--- config.mk ---
export PLATFORM = sky130hd
export DESIGN_NAME = apb_fifo_slave_flat
export DESIGN_NICKNAME = d
export VERILOG_FILES = /design/src/rtl/apb_fifo_slave_pkg.sv /design/src/rtl/apb_fifo_slave_if.sv /design/src/rtl/apb_fifo_slave_sync_fifo.sv /design/src/rtl/apb_fifo_slave.sv /design/src/flat_wrapper.sv
export SDC_FILE = /design/constraint.sdc
export NUM_CORES = 1
export LEC_CHECK = 0
export BUFFER_PORTS_ARGS = -buffer_cell sky130_fd_sc_hd__buf_2
export CAP_MARGIN = 20
export CORE_UTILIZATION = 30
export DETAILED_ROUTE_END_ITERATION = 7
export GPL_ROUTABILITY_DRIVEN = 0
export HOLD_SLACK_MARGIN = 0.12
export PLACE_DENSITY = 0.52
export SYNTH_ARGS = -nofsm -noshare
export SYNTH_HDL_FRONTEND = slang
export SYNTH_HIERARCHICAL = 1
export SYNTH_SLANG_ARGS = --single-unit
--- constraint.sdc ---
create_clock -name pclk -period 5.59 [get_ports pclk]
set_input_delay 0.559 -clock pclk [delete_from_list [all_inputs] [get_ports pclk]]
set_output_delay 0.559 -clock pclk [all_outputs]
set_load 0.005 [all_outputs]
--- src/rtl/apb_fifo_slave_pkg.sv ---
// rtl/apb_fifo_slave_pkg.sv - register map, control bits and FSM states for the APB FIFO slave
package apb_fifo_pkg;

    localparam logic [1:0] ADDR_DATA   = 2'd0;
    localparam logic [1:0] ADDR_STATUS = 2'd1;
    localparam logic [1:0] ADDR_CTRL   = 2'd2;
    localparam logic [1:0] ADDR_THRESH = 2'd3;

    localparam int CTRL_DRAIN_EN    = 0;
    localparam int CTRL_FLUSH       = 1;
    localparam int STATUS_COUNT_LSB = 8;

    typedef enum logic [1:0] {
        IDLE,
        SETUP,
        WAIT,
        ACCESS
    } apb_state_e;

endpackage

--- src/rtl/apb_fifo_slave_if.sv ---
// rtl/apb_fifo_slave_if.sv - APB completer bus plus drain stream and interrupt
interface apb_fifo_slave_if #(
    parameter int ADD_WIDTH = 9,
    parameter int WIDTH     = 32
);
    logic                   Psel;
    logic                   Penable;
    logic                   Pwrite;
    logic [WIDTH/8-1:0]     Pstrb;
    logic [ADD_WIDTH-2:0]   Paddr;
    logic [WIDTH-1:0]       Pwdata;
    logic [WIDTH-1:0]       Prdata;
    logic                   Pready;
    logic                   Pslverr;
    logic                   m_valid;
    logic [WIDTH-1:0]       m_data;
    logic                   m_ready;
    logic                   irq;

    modport master (
        output Psel, Penable, Pwrite, Pstrb, Paddr, Pwdata, m_ready,
        input  Prdata, Pready, Pslverr, m_valid, m_data, irq
    );

    modport slave (
        input  Psel, Penable, Pwrite, Pstrb, Paddr, Pwdata, m_ready,
        output Prdata, Pready, Pslverr, m_valid, m_data, irq
    );
endinterface

--- src/rtl/apb_fifo_slave_sync_fifo.sv ---
// rtl/apb_fifo_slave_sync_fifo.sv - first-word fall-through FIFO with extra-bit pointers
module sync_fifo #(
    parameter int DEPTH = 8,
    parameter int WIDTH = 32
) (
    input  logic                     clk,
    input  logic                     rst,
    input  logic                     push,
    input  logic [WIDTH-1:0]         wdata,
    input  logic                     pop,
    input  logic                     flush,
    output logic                     full,
    output logic                     empty,
    output logic [$clog2(DEPTH):0]   count,
    output logic [WIDTH-1:0]         head
);
    localparam int AW = $clog2(DEPTH);

    logic [WIDTH-1:0] mem_q [DEPTH];
    logic [AW:0]      wr_ptr_q;
    logic [AW:0]      rd_ptr_q;

    assign count = wr_ptr_q - rd_ptr_q;
    assign full  = (count == (AW+1)'(DEPTH));
    assign empty = (wr_ptr_q == rd_ptr_q);
    assign head  = mem_q[rd_ptr_q[AW-1:0]];

    always_ff @(posedge clk) begin
        if (rst || flush) begin
            wr_ptr_q <= '0;
            rd_ptr_q <= '0;
        end else begin
            if (push && !full) wr_ptr_q <= wr_ptr_q + 1'b1;
            if (pop && !empty) rd_ptr_q <= rd_ptr_q + 1'b1;
        end
    end

    always_ff @(posedge clk) begin
        if (push && !full && !flush) mem_q[wr_ptr_q[AW-1:0]] <= wdata;
    end
endmodule

--- src/rtl/apb_fifo_slave.sv ---
// rtl/apb_fifo_slave.sv - APB completer pushing register writes into a FIFO drained by a valid/ready stream
module apb_fifo_slave
    import apb_fifo_pkg::*;
#(
    parameter int ADD_WIDTH   = 9,
    parameter int WIDTH       = 32,
    parameter int DEPTH       = 8,
    parameter int WAIT_CYCLES = 1
) (
    input  logic             pclk,
    input  logic             preset,
    apb_fifo_slave_if.slave  bus
);
    localparam int CW = $clog2(DEPTH) + 1;
    localparam logic [3:0] WAIT_INIT = (WAIT_CYCLES > 0) ? 4'(WAIT_CYCLES - 1) : 4'd0;

    apb_state_e       state_q;
    logic [3:0]       wait_cnt_q;
    logic             pready_q, pslverr_q;
    logic [WIDTH-1:0] prdata_q;
    logic             drain_en_q;
    logic [CW-1:0]    thresh_q, thresh_d;
    logic             irq_q, irq_d;
    logic [CW-1:0]    count, count_d;
    logic             full, empty;
    logic [WIDTH-1:0] head;
    logic [1:0]       sel;
    logic             out_of_range, setup_seen, err_c;
    logic             commit, push, pop, ctrl_wr, flush, m_valid;
    logic [WIDTH-1:0] rdata_c;
    logic             unused_bits;

    assign sel          = bus.Paddr[3:2];
    assign out_of_range = |bus.Paddr[ADD_WIDTH-2:4];
    assign setup_seen   = bus.Psel & ~bus.Penable;
    assign unused_bits  = ^{bus.Paddr[1:0], bus.Pwdata[WIDTH-1:CW]};

    // Out-of-range reads complete cleanly with zero data; only writes there are errors.
    always_comb begin
        err_c = 1'b0;
        if (bus.Pwrite) begin
            if (out_of_range)             err_c = 1'b1;
            else if (sel == ADDR_STATUS)  err_c = 1'b1;
            else if (sel == ADDR_DATA)    err_c = (bus.Pstrb != '1) || full;
        end
    end

    always_comb begin
        rdata_c = '0;
        if (!bus.Pwrite && !out_of_range) begin
            case (sel)
                ADDR_STATUS: begin
                    rdata_c[STATUS_COUNT_LSB +: CW] = count;
                    rdata_c[1]                      = full;
                    rdata_c[0]                      = empty;
                end
                ADDR_CTRL:   rdata_c[CTRL_DRAIN_EN] = drain_en_q;
                ADDR_THRESH: rdata_c[CW-1:0]        = thresh_q;
                default:     rdata_c                = '0;
            endcase
        end
    end

    // The error decision is latched on entry to ACCESS, so commit obeys it even if a pop lands in between.
    assign commit  = (state_q == ACCESS) & bus.Psel & bus.Penable & bus.Pwrite & ~pslverr_q;
    assign push    = commit & (sel == ADDR_DATA);
    assign ctrl_wr = commit & (sel == ADDR_CTRL);
    assign flush   = ctrl_wr & bus.Pwdata[CTRL_FLUSH];
    assign m_valid = drain_en_q & ~empty;
    assign pop     = m_valid & bus.m_ready & ~flush;

    always_comb begin
        count_d = count;
        if (flush)              count_d = '0;
        else if (push && !pop)  count_d = count + 1'b1;
        else if (pop && !push)  count_d = count - 1'b1;
        thresh_d = (commit && sel == ADDR_THRESH) ? bus.Pwdata[CW-1:0] : thresh_q;
        irq_d    = (thresh_d != '0) && (count_d >= thresh_d);
    end

    always_ff @(posedge pclk) begin
        if (preset) begin
            state_q    <= IDLE;
            wait_cnt_q <= '0;
            pready_q   <= 1'b0;
            pslverr_q  <= 1'b0;
            prdata_q   <= '0;
            drain_en_q <= 1'b0;
            thresh_q   <= '0;
            irq_q      <= 1'b0;
        end else begin
            case (state_q)
                IDLE, ACCESS: begin
                    pready_q  <= 1'b0;
                    pslverr_q <= 1'b0;
                    prdata_q  <= '0;
                    state_q   <= IDLE;
                    if (setup_seen) begin
                        if (WAIT_CYCLES == 0) begin
                            state_q   <= ACCESS;
                            pready_q  <= 1'b1;
                            pslverr_q <= err_c;
                            prdata_q  <= rdata_c;
                        end else begin
                            state_q    <= SETUP;
                            wait_cnt_q <= WAIT_INIT;
                        end
                    end
                end
                SETUP, WAIT: begin
                    if (!bus.Psel) begin
                        state_q <= IDLE;
                    end else if (wait_cnt_q == 4'd0) begin
                        state_q   <= ACCESS;
                        pready_q  <= 1'b1;
                        pslverr_q <= err_c;
                        prdata_q  <= rdata_c;
                    end else begin
                        state_q    <= WAIT;
                        wait_cnt_q <= wait_cnt_q - 1'b1;
                    end
                end
                default: state_q <= IDLE;
            endcase
            if (ctrl_wr) drain_en_q <= bus.Pwdata[CTRL_DRAIN_EN];
            thresh_q <= thresh_d;
            irq_q    <= irq_d;
        end
    end

    sync_fifo #(.DEPTH(DEPTH), .WIDTH(WIDTH)) u_fifo (
        .clk   (pclk),
        .rst   (preset),
        .push  (push),
        .wdata (bus.Pwdata),
        .pop   (pop),
        .flush (flush),
        .full  (full),
        .empty (empty),
        .count (count),
        .head  (head)
    );

    assign bus.Pready  = pready_q;
    assign bus.Pslverr = pslverr_q;
    assign bus.Prdata  = prdata_q;
    assign bus.m_valid = m_valid;
    assign bus.m_data  = m_valid ? head : '0;
    assign bus.irq     = irq_q;
endmodule

--- src/flat_wrapper.sv ---
// flat-port wrapper written by rule: the top's interface ports become plain ports
module apb_fifo_slave_flat import apb_fifo_pkg::*;
#(
    parameter int ADD_WIDTH   = 9,
    parameter int WIDTH       = 32,
    parameter int DEPTH       = 8,
    parameter int WAIT_CYCLES = 1
)
  (pclk, preset, bus_Psel, bus_Penable, bus_Pwrite, bus_Pstrb, bus_Paddr, bus_Pwdata, bus_m_ready, bus_Prdata, bus_Pready, bus_Pslverr, bus_m_valid, bus_m_data, bus_irq);
  apb_fifo_slave_if #(.ADD_WIDTH(ADD_WIDTH), .WIDTH(WIDTH)) bus_i ();
  input  logic pclk;
  input  logic preset;
  input wire logic [$bits(bus_i.Psel)-1:0] bus_Psel;
  input wire logic [$bits(bus_i.Penable)-1:0] bus_Penable;
  input wire logic [$bits(bus_i.Pwrite)-1:0] bus_Pwrite;
  input wire logic [$bits(bus_i.Pstrb)-1:0] bus_Pstrb;
  input wire logic [$bits(bus_i.Paddr)-1:0] bus_Paddr;
  input wire logic [$bits(bus_i.Pwdata)-1:0] bus_Pwdata;
  input wire logic [$bits(bus_i.m_ready)-1:0] bus_m_ready;
  output wire logic [$bits(bus_i.Prdata)-1:0] bus_Prdata;
  output wire logic [$bits(bus_i.Pready)-1:0] bus_Pready;
  output wire logic [$bits(bus_i.Pslverr)-1:0] bus_Pslverr;
  output wire logic [$bits(bus_i.m_valid)-1:0] bus_m_valid;
  output wire logic [$bits(bus_i.m_data)-1:0] bus_m_data;
  output wire logic [$bits(bus_i.irq)-1:0] bus_irq;
  assign bus_i.Psel = bus_Psel;
  assign bus_i.Penable = bus_Penable;
  assign bus_i.Pwrite = bus_Pwrite;
  assign bus_i.Pstrb = bus_Pstrb;
  assign bus_i.Paddr = bus_Paddr;
  assign bus_i.Pwdata = bus_Pwdata;
  assign bus_i.m_ready = bus_m_ready;
  assign bus_Prdata = bus_i.Prdata;
  assign bus_Pready = bus_i.Pready;
  assign bus_Pslverr = bus_i.Pslverr;
  assign bus_m_valid = bus_i.m_valid;
  assign bus_m_data = bus_i.m_data;
  assign bus_irq = bus_i.irq;
  apb_fifo_slave #(.ADD_WIDTH(ADD_WIDTH), .WIDTH(WIDTH), .DEPTH(DEPTH), .WAIT_CYCLES(WAIT_CYCLES)) u_core (.pclk(pclk), .preset(preset), .bus(bus_i));
endmodule
Word level (Yosys, flattened, before mapping). Memory sizes are Yosys's and may differ from the RTL's. A register that Yosys moved wholly into a read port is not among the register bits. Index checks and enable logic that the tools add are counted.

Register bits: 54. Memory bits (writable): 256. Input port bits: 50. Output and inout bits: 68. Memories: 1.

Add/subtract/negate cells: 6. $lt $le $gt $ge: 1. Eq/ne operators: 13. Mux-type cells: 35. Bitwise logic cells: 15. Reductions and logical operators: 26.

Memories: u_core.u_fifo.mem_q (depth 8, width 32, rd ports 1, clocked after memory_dff 1, write ports 1, RTL line apb_fifo_slave_sync_fifo.sv:19) `logic [WIDTH-1:0] mem_q [DEPTH];`.

Operators with widths (count): two-way mux 32 bit (3); case mux 32 bit (2 select lines) (1); two-way mux 4 bit (8); adder 4 x 1 -> 4 bit (second input constant) (3); two-way mux 1 bit (12); two-way mux 12 bit (1); AND 1 bit (11); equality test 2 bit (second input constant) (4); logical AND 1 bit (8); case mux 4 bit (2 select lines) (1); subtractor 4 x 1 -> 4 bit (second input constant) (2); zero test 1 bit (7); two-way mux 3 bit (2); case mux 1 bit (2 select lines) (3); equality test 2 x 1 -> 1 bit (second input constant) (2); equality test 4 bit (1); equality test 4 bit (second input constant) (1); greater-or-equal comparator 4 bit (1); zero test 2 bit (2); zero test 4 bit (1); two-way mux 2 bit (2); inequality test 2 x 1 -> 1 bit (second input constant) (2); inequality test 2 bit (second input constant) (2); inequality test 4 bit (second input constant) (1); 10 further kinds (15).

Longest topological paths before layout. Gate-level depths: netlist of the first run.

Depth in word-level cells: 15. Mapped depth: 15.

By module. The synthesis of the first run kept the hierarchy.

Modules (own cells, without submodules): sync_fifo (times used 1, cells an instance 455, area each 10303.6 sq um, sequential area each 7907.6 sq um); apb_fifo_slave (times used 1, cells an instance 216, area each 1764.2 sq um, sequential area each 440.4 sq um).

Worst setup path after synthesis of the first run. OpenSTA, ideal clock, no wires.

Path type: register to register. Start: register u_core.u_fifo.wr_ptr_q[0]. End: memory u_core.u_fifo.mem_q[0][0] (enable). Setup time: 513 ps. Arrival: 5289 ps. Data required time: 5077 ps. Setup slack: -212 ps. Stages on the path, launching flop included: 9. Period minus slack after synthesis: 5802 ps. Cell sequence: dfxtp_1 > clkbuf_1 > inv_1 > ha_1 > fa_1 > xnor2_1 > or3_4 > o31ai_4 > nor4b_1.

Cells in the longest elaborated chain, start to end: 7.

Ends and longest elaborated chain: start: declaration (RTL line apb_fifo_slave_sync_fifo.sv:20) `logic [AW:0] wr_ptr_q;`; start signal: assignment (RTL line apb_fifo_slave_sync_fifo.sv:33) `if (push && !full) wr_ptr_q <= wr_ptr_q + 1'b1;`; subtractor 4 bit (RTL line apb_fifo_slave_sync_fifo.sv:23) `assign count = wr_ptr_q - rd_ptr_q;`; via u_core.count[2] (RTL line apb_fifo_slave.sv:24) `logic [CW-1:0] count, count_d;`; equality test 4 bit (RTL line apb_fifo_slave_sync_fifo.sv:24) `assign full = (count == (AW+1)'(DEPTH));`; zero test 1 bit (RTL line apb_fifo_slave_sync_fifo.sv:39) `if (push && !full && !flush) mem_q[wr_ptr_q[AW-1:0]] <= wdata;`; logical AND 1 bit (2 in a row) (RTL line apb_fifo_slave_sync_fifo.sv:39); two-way mux 1 bit (RTL line apb_fifo_slave_sync_fifo.sv:39); two-way mux 1 bit (implied by the code) (RTL line apb_fifo_slave_sync_fifo.sv:39); end: declaration (RTL line apb_fifo_slave_sync_fifo.sv:19).

The timed path passes the listed nets, and every way through them passes these cells.

Worst setup path after layout of the first run.
Start: register u_core.u_fifo.wr_ptr_q[0]. End: memory u_core.u_fifo.mem_q[5][25] (enable).

Same word-level chain as after synthesis.

==> flow_metrics.tcl, run 1 <==
set metrics [dict create \
    nFillCells 3793 \
    setup_violations 0 \
    finalSetupTns_ns 0 \
    drt-total-wl_um 25260 \
    crit_arrival_ns 4.02 \
    worstPathCellList "inv_1 > ha_1 > fa_1 > xnor2_1 > or3_4 > o311ai_2 > nor2_4 > buf_4" \
    irDropWorstVdd_uv 228.9 \
    cp_max_fo 22 \
    clk_pin_slew_ns 0.06 \
    ant_nets 0 \
    outcome "finished clean" \
    place_hpwl_um 14800 \
    combPwrFrac 0.015 \
    power_density_mw_per_mm2 304.3 \
    dieHeight_um 202.6 \
    die_x_um 202.6 \
    track_usage 0.1249 \
    ys_seq_area_frac 0.6918 \
    ctsResizeCount 0 \
    dieArea_mm2 0.04103 \
    met1_usage 0.1650 \
    grt_max_degree 42 \
    port_buffers 91 \
    fmax_mhz 266.9 \
    syn_area_mm2 0.01207 \
    clk_latency_ns 0.58 \
    io_pins 118 \
    coreArea_mm2 0.03973 \
    drive_above_1_share 0.3337 \
    antenna_found_initial 1 \
    initial_utilization 0.3037 \
    cp.required_ns 5.86 \
    dpl_cell_area_mm2 0.01317 \
    vias_per_cell 4.606 \
    grtUsageMet2 0.2132 \
    cts-buffers-inserted 31 \
    cts_setup_buffers 0 \
    worst_path_largest_cell_delay_ns 0.78 \
    yosys_register_bits 289 \
    vias 6135 \
    wl_per_cell_um 18.97 \
    busiest_layer "met2" \
    grt_pass1_vias 6412 \
    p_clk_frac 0.438 \
    htree_levels 1 \
    setup_slack_ns 1.844 \
    synth_edf_count 256 \
    drc_errors 0 \
    synthToLayoutAreaGrowth_pct 16.87 \
    p_leak_nw 4.707 \
    final_hold_viol_count 0 \
    startpoint_type "flop" \
    clk_path_buf_depth 3 \
    grt_use_met3 0.02247 \
    pre_cts_slack_ns 1.777 \
    ys_top_cells_by_area "edfxtp_1 64%, mux4_2 12%, dfxtp_1 5.5%" \
    ys.flop_type "edfxtp_1" \
    finalCriticalPeriod_ns 3.746 \
    post-route-cell-area_mm2 0.01410 \
    cp-end-kind "flop" \
    cts_sinks 289 \
    tightest_slew_ns 1.010 \
    seq_power_share 0.547 \
    syn_inst 671 \
    cap_violations 0 \
    root_buffer "clkbuf_16" \
    grt_pass1_wl_um 38920 \
    syn_avg_cell_area_um2 17.98 \
    drv_slew 0 \
    swShare 0.2029 \
    ys_async_sr_fraction 0 \
    dr.pass1.iters 4 \
    p_switching_mw 0.8710 \
    finClkSkew_ns 0.01671 \
    finalNetCount 846 \
    yosysWarnings 6 \
    drtIter0Drc 388 \
    path_class "flop to flop" \
    synth.largest_area_cell "edfxtp_1" \
    synthTopCellsByCount "256 x edfxtp_1, 64 x mux4_2, 35 x mux2_2" \
    relSlewSlack 0.3227 \
    fin_crit_sh 0.6702 \
    gr-total-overflow 0 \
    p_int_mw 3.421 \
    hp-class "primary input to flop" \
    cts_tree "yes" \
    synth.top_cell.area_share 0.6370 \
    synth_most_common_cell "edfxtp_1" \
    hold_buffers 0 \
    crit_slowest_cell "nor2_4" \
    ys_types 63 \
    num_rows 73 \
    rsz0062_at_grt "false" \
]
## flip-flops by register name (all words and copies together), names as in the netlist, named ones only
signal and count:
u_core/drain_en_q 1, u_core/wait_cnt_q 4, u_core/bus.Prdata 8, u_core/bus.irq 1, u_core/thresh_q 4, u_core/u_fifo/wr_ptr_q 4, u_core/bus.Pslverr 1, u_core/u_fifo/mem_q 256
u_core/state_q 2, u_core/bus.Pready 1, u_core/u_fifo/rd_ptr_q 4
## cells by family (layout without fill, tap and decap cells)
kind of cell / count (synthesis) / in the layout / share of synthesized area
AO/OA/AOI/OAI: 37 / 37 / 0.02374
adder cells (fa/ha/maj): 15 / 15 / 0.01617
other: 1 / 25 / 0.0003107
buffers and inverters: 65 / 177 / 0.02872
XOR/XNOR: 9 / 9 / 0.007155
flip-flops: 289 / 289 / 0.6918
AND/OR/NAND/NOR: 146 / 146 / 0.07175
multiplexers: 109 / 109 / 0.1604
## per-stage QoR
| stage | hold slack (ns) | std cells | total power, mW | util |
|---|---|---|---|---|
| after global placement | 0.4549 | 1273 | 2.457 | 0.3314 |
| after floorplan | 0.4462 | 694 | 2.427 | - |
| after global routing | 0.2348 | 1331 | 4.439 | 0.3549 |
| final | 0.2507 | 1332 | 4.292 | 0.3550 |
| after detailed placement | 0.4507 | 1273 | 2.459 | 0.3314 |
| after CTS | 0.2200 | 1331 | 4.357 | 0.3549 |
## cell usage in the layout (no fill, tap or decap), drive strengths merged, types with 4 or more instances in the layout
cell / n
ha: 14
a21oi: 9
dfxtp: 33
buf: 106
nor2: 30
and2: 34
clkinv: 20
mux2: 35
nand4: 4
mux4: 64
edfxtp: 256
nor3: 11
nand3: 5
nor3b: 4
nor4: 5
xnor2: 6
clkbuf: 34
o21ai: 5
mux2i: 10
inv: 14
conb: 24
a22oi: 5
nand2: 18
nand2b: 5
nand3b: 6
## final timing paths
kind                                           from                                   end  slack, ns  cells after the start
min reg2reg       u_core/bus.Prdata[0]$_SDFFE_PP0P_     u_core/bus.Prdata[0]$_SDFFE_PP0P_       0.46                      2
max reg2reg  u_core/u_fifo/wr_ptr_q[0]$_SDFFE_PP0P_  u_core/u_fifo/mem_q[5][25]$_DFFE_PP_       1.84                      8
min                                  bus_Pwdata[28]  u_core/u_fifo/mem_q[3][28]$_DFFE_PP_       0.25                      1
max          u_core/u_fifo/wr_ptr_q[0]$_SDFFE_PP0P_  u_core/u_fifo/mem_q[5][25]$_DFFE_PP_       1.84                      8
## worst max-delay path, delay by kind of cell, from the launching register on
| kind | cells | cell delay, ns |
|---|---|---|
| buffers and inverters | 2 | 0.49 |
| and+or+nand+nor | 2 | 1.06 |
| AOI/OAI and AO/OA | 1 | 0.21 |
| xor gates and xnor gates | 1 | 0.44 |
| DFF | 1 | 0.60 |
| adders and majority gates | 2 | 0.63 |
## cell type report
class                   count  area [um2]  share of cell area
clock buffers              34       787.0             0.05580
inverters                  13       48.80            0.003460
multi-input cells         340        3526              0.2500
repair buffers            106       580.6             0.04116
flip-flops and latches    289        8354              0.5924
diodes                      1       2.502           0.0001774
well taps                 525       656.9             0.04658
clock inverters            24       147.6             0.01047
## power by group through the flow
stage	logic (mW)	clock network [mW]	registers, mW
6_report	0.0647	1.88	2.35
5_1_grt	0.0735	2.02	2.35
4_1_cts	0.0660	1.94	2.35
3_5_place_dp	0.0659	0	2.39
3_3_place_gp	0.0639	0	2.39
2_1_floorplan	0.0320	0	2.39
## routing by layer
layer | vias to the layer above | share of wire
met5 | - | 0
met4 | 0 | 0.020
met3 | 35 | 0.034
met2 | 109 | 0.50
met1 | 3157 | 0.45
li1 | 2834 | -
(Power assumes the default switching activity.)
==> run 2: changes to the inputs <==
PLACE_DENSITY = 0.5   (was 0.52)
clock period = 3.9 ns   (was 5.59 ns; I/O delays follow)
==> flow_metrics.tcl, run 2 (synthesis results as in run 1) <==
set metrics [dict create \
    outcome "finished clean" \
    p_total_mw 6.237 \
    fmax_mhz 285.1 \
    whs_path_depth 1 \
    finalCriticalPeriod_ns 3.507 \
    dieArea_mm2 0.04103 \
    crit_slowest_cell "nor2b_4" \
    clk_pin_slew_ns 0.06 \
    rsz0062_at_grt "false" \
    num_rows 73 \
    largest_reg_flops 256 \
    antenna_found_initial 0 \
    grt_pass1_vias 6468 \
    cp.required_ns 3.51 \
    r2r_setup_slack_ns 0.49 \
    final_hold_viol_count 0 \
    worstPathCellList "inv_1 > ha_1 > nand3_1 > nor2_1 > nor2b_4 > buf_4 > and2_1 > buf_2" \
    grt_pass1_wl_um 39350 \
    vias_per_cell 4.617 \
    cp-end-kind "output port" \
    cts_setup_buffers 0 \
    final_cell_mix "256 x edfxtp_1, 91 x buf_2, 64 x mux4_2" \
    min-delay-start "bus_Pwdata[4]" \
    power_density_mw_per_mm2 429.8 \
    worst_path_largest_cell_delay_ns 0.63 \
    dp_cells 1279 \
    critPathTopFamily "simple AND/OR/NAND/NOR gates" \
    startpoint_type "flop" \
    path_class "flop to output port" \
    finalSetupTns_ns 0 \
    drive_above_1_share 0.3254 \
    drt-total-wl_um 25550 \
    post-route-cell-area_mm2 0.01451 \
    cp_num_buf_inv 3 \
    io_pins 118 \
    drv_slew 0 \
    coreArea_mm2 0.03973 \
    die_x_um 202.6 \
    track_usage 0.1260 \
    postLayoutCoreUtil 0.3652 \
    setup_slack_ns 0.3925 \
    dieHeight_um 202.6 \
    drtIter0Drc 289 \
    min_to "u_core/u_fifo/mem_q[5][4]$_DFFE_PP_" \
    dr.pass1.iters 4 \
    p_leak_nw 4.872 \
    grt_max_degree 65 \
    wl_per_cell_um 18.76 \
    ctsResizeCount 0 \
    layout_commonest_cell "edfxtp_1" \
    hp-class "primary input to flop" \
    nFillCells 3714 \
    synthToLayoutAreaGrowth_pct 20.24 \
    finClkSkew_ns 0.01361 \
    clk_latency_ns 0.56 \
    htree_levels 1 \
    root_buffer "clkbuf_16" \
    irDropWorstVdd_uv 391.9 \
    clk_path_buf_depth 3 \
    setup_violations 0 \
    pre_cts_slack_ns 0.4752 \
    drc_errors 0 \
    whs_ns 0.1300 \
    r2r_start "u_core/u_fifo/wr_ptr_q[0]$_SDFFE_PP0P_" \
    cts-buffers-inserted 30 \
    gr-total-overflow 0 \
    hold_buffers 27 \
    cp_max_fo 20 \
    path_depth 8 \
    initial_utilization 0.3037 \
    cap_violations 0 \
    reg2reg_to "u_core/bus.irq$_SDFF_PP0_" \
    ant_nets 0 \
    place_hpwl_um 14790 \
    crit_arrival_ns 3.12 \
    cts_tree "yes" \
    port_buffers 91 \
    finalNetCount 878 \
    ff2ff_path_depth 12 \
    tightest_slew_ns 0.9532 \
    dpl_cell_area_mm2 0.01328 \
    relSlewSlack 0.3645 \
    final_cells 1362 \
    cts_sinks 289 \
    fin_crit_sh 0.8993 \
    vias 6288 \
]
==> run 2: how the worst max path moves through the flow <==
stage	startpoint	to	slack, ns
6_report	u_core/u_fifo/wr_ptr_q[0]$_SDFFE_PP0P_	bus_m_data[16]	0.39
5_1_grt	u_core/u_fifo/wr_ptr_q[0]$_SDFFE_PP0P_	u_core/bus.irq$_SDFF_PP0_	0.17
4_1_cts	u_core/u_fifo/wr_ptr_q[0]$_SDFFE_PP0P_	bus_m_data[16]	0.35
2_1_floorplan	u_core/u_fifo/wr_ptr_q[0]$_SDFFE_PP0P_	u_core/u_fifo/mem_q[4][0]$_DFFE_PP_	-0.76
3_3_place_gp	u_core/u_fifo/wr_ptr_q[0]$_SDFFE_PP0P_	u_core/bus.irq$_SDFF_PP0_	0.61
3_5_place_dp	u_core/u_fifo/wr_ptr_q[0]$_SDFFE_PP0P_	u_core/bus.irq$_SDFF_PP0_	0.48
==> run 2: where the power goes <==
| group | internal (mW) | switching [mW] |
|---|---|---|
| clock | 1.61 | 1.15 |
| combinational | 0.0444 | 0.0714 |
| sequential | 3.36 | 0.000833 |
| total | 5.02 | 1.22 |
==> run 2: area by class of cell <==
class | instances | area [um2] | share of cell area
clock buffers | 37 | 777.0 | 0.05355
diodes | 1 | 2.502 | 0.0001725
flip-flops and latches | 289 | 8354 | 0.5758
well taps | 525 | 656.9 | 0.04527
clock inverters | 18 | 177.7 | 0.01224
multi-input cells | 340 | 3535 | 0.2436
repair buffers | 139 | 958.4 | 0.06605
inverters | 13 | 48.80 | 0.003363
==> run 2: layer usage <==
layer	GRT usage	share of wire	vias up
li1	-	-	2901
met1	0.1753	0.48	3251
met2	0.2085	0.48	105
met3	0.01717	0.027	31
met4	0.02981	0.016	0
met5	0	0	-
==> run 2: worst register-to-register path: stages (launching register included) <==
cell       delay (ns)
dfxtp_1          0.58
inv_1            0.14
ha_1             0.33
nand3_1          0.13
nor2_1           0.35
nand3b_1         0.35
nand3_1          0.17
o2bb2a_1         0.31
mux2i_1          0.13
ha_1             0.28
o21a_1           0.11
a21oi_1          0.06
a2111oi_0        0.36
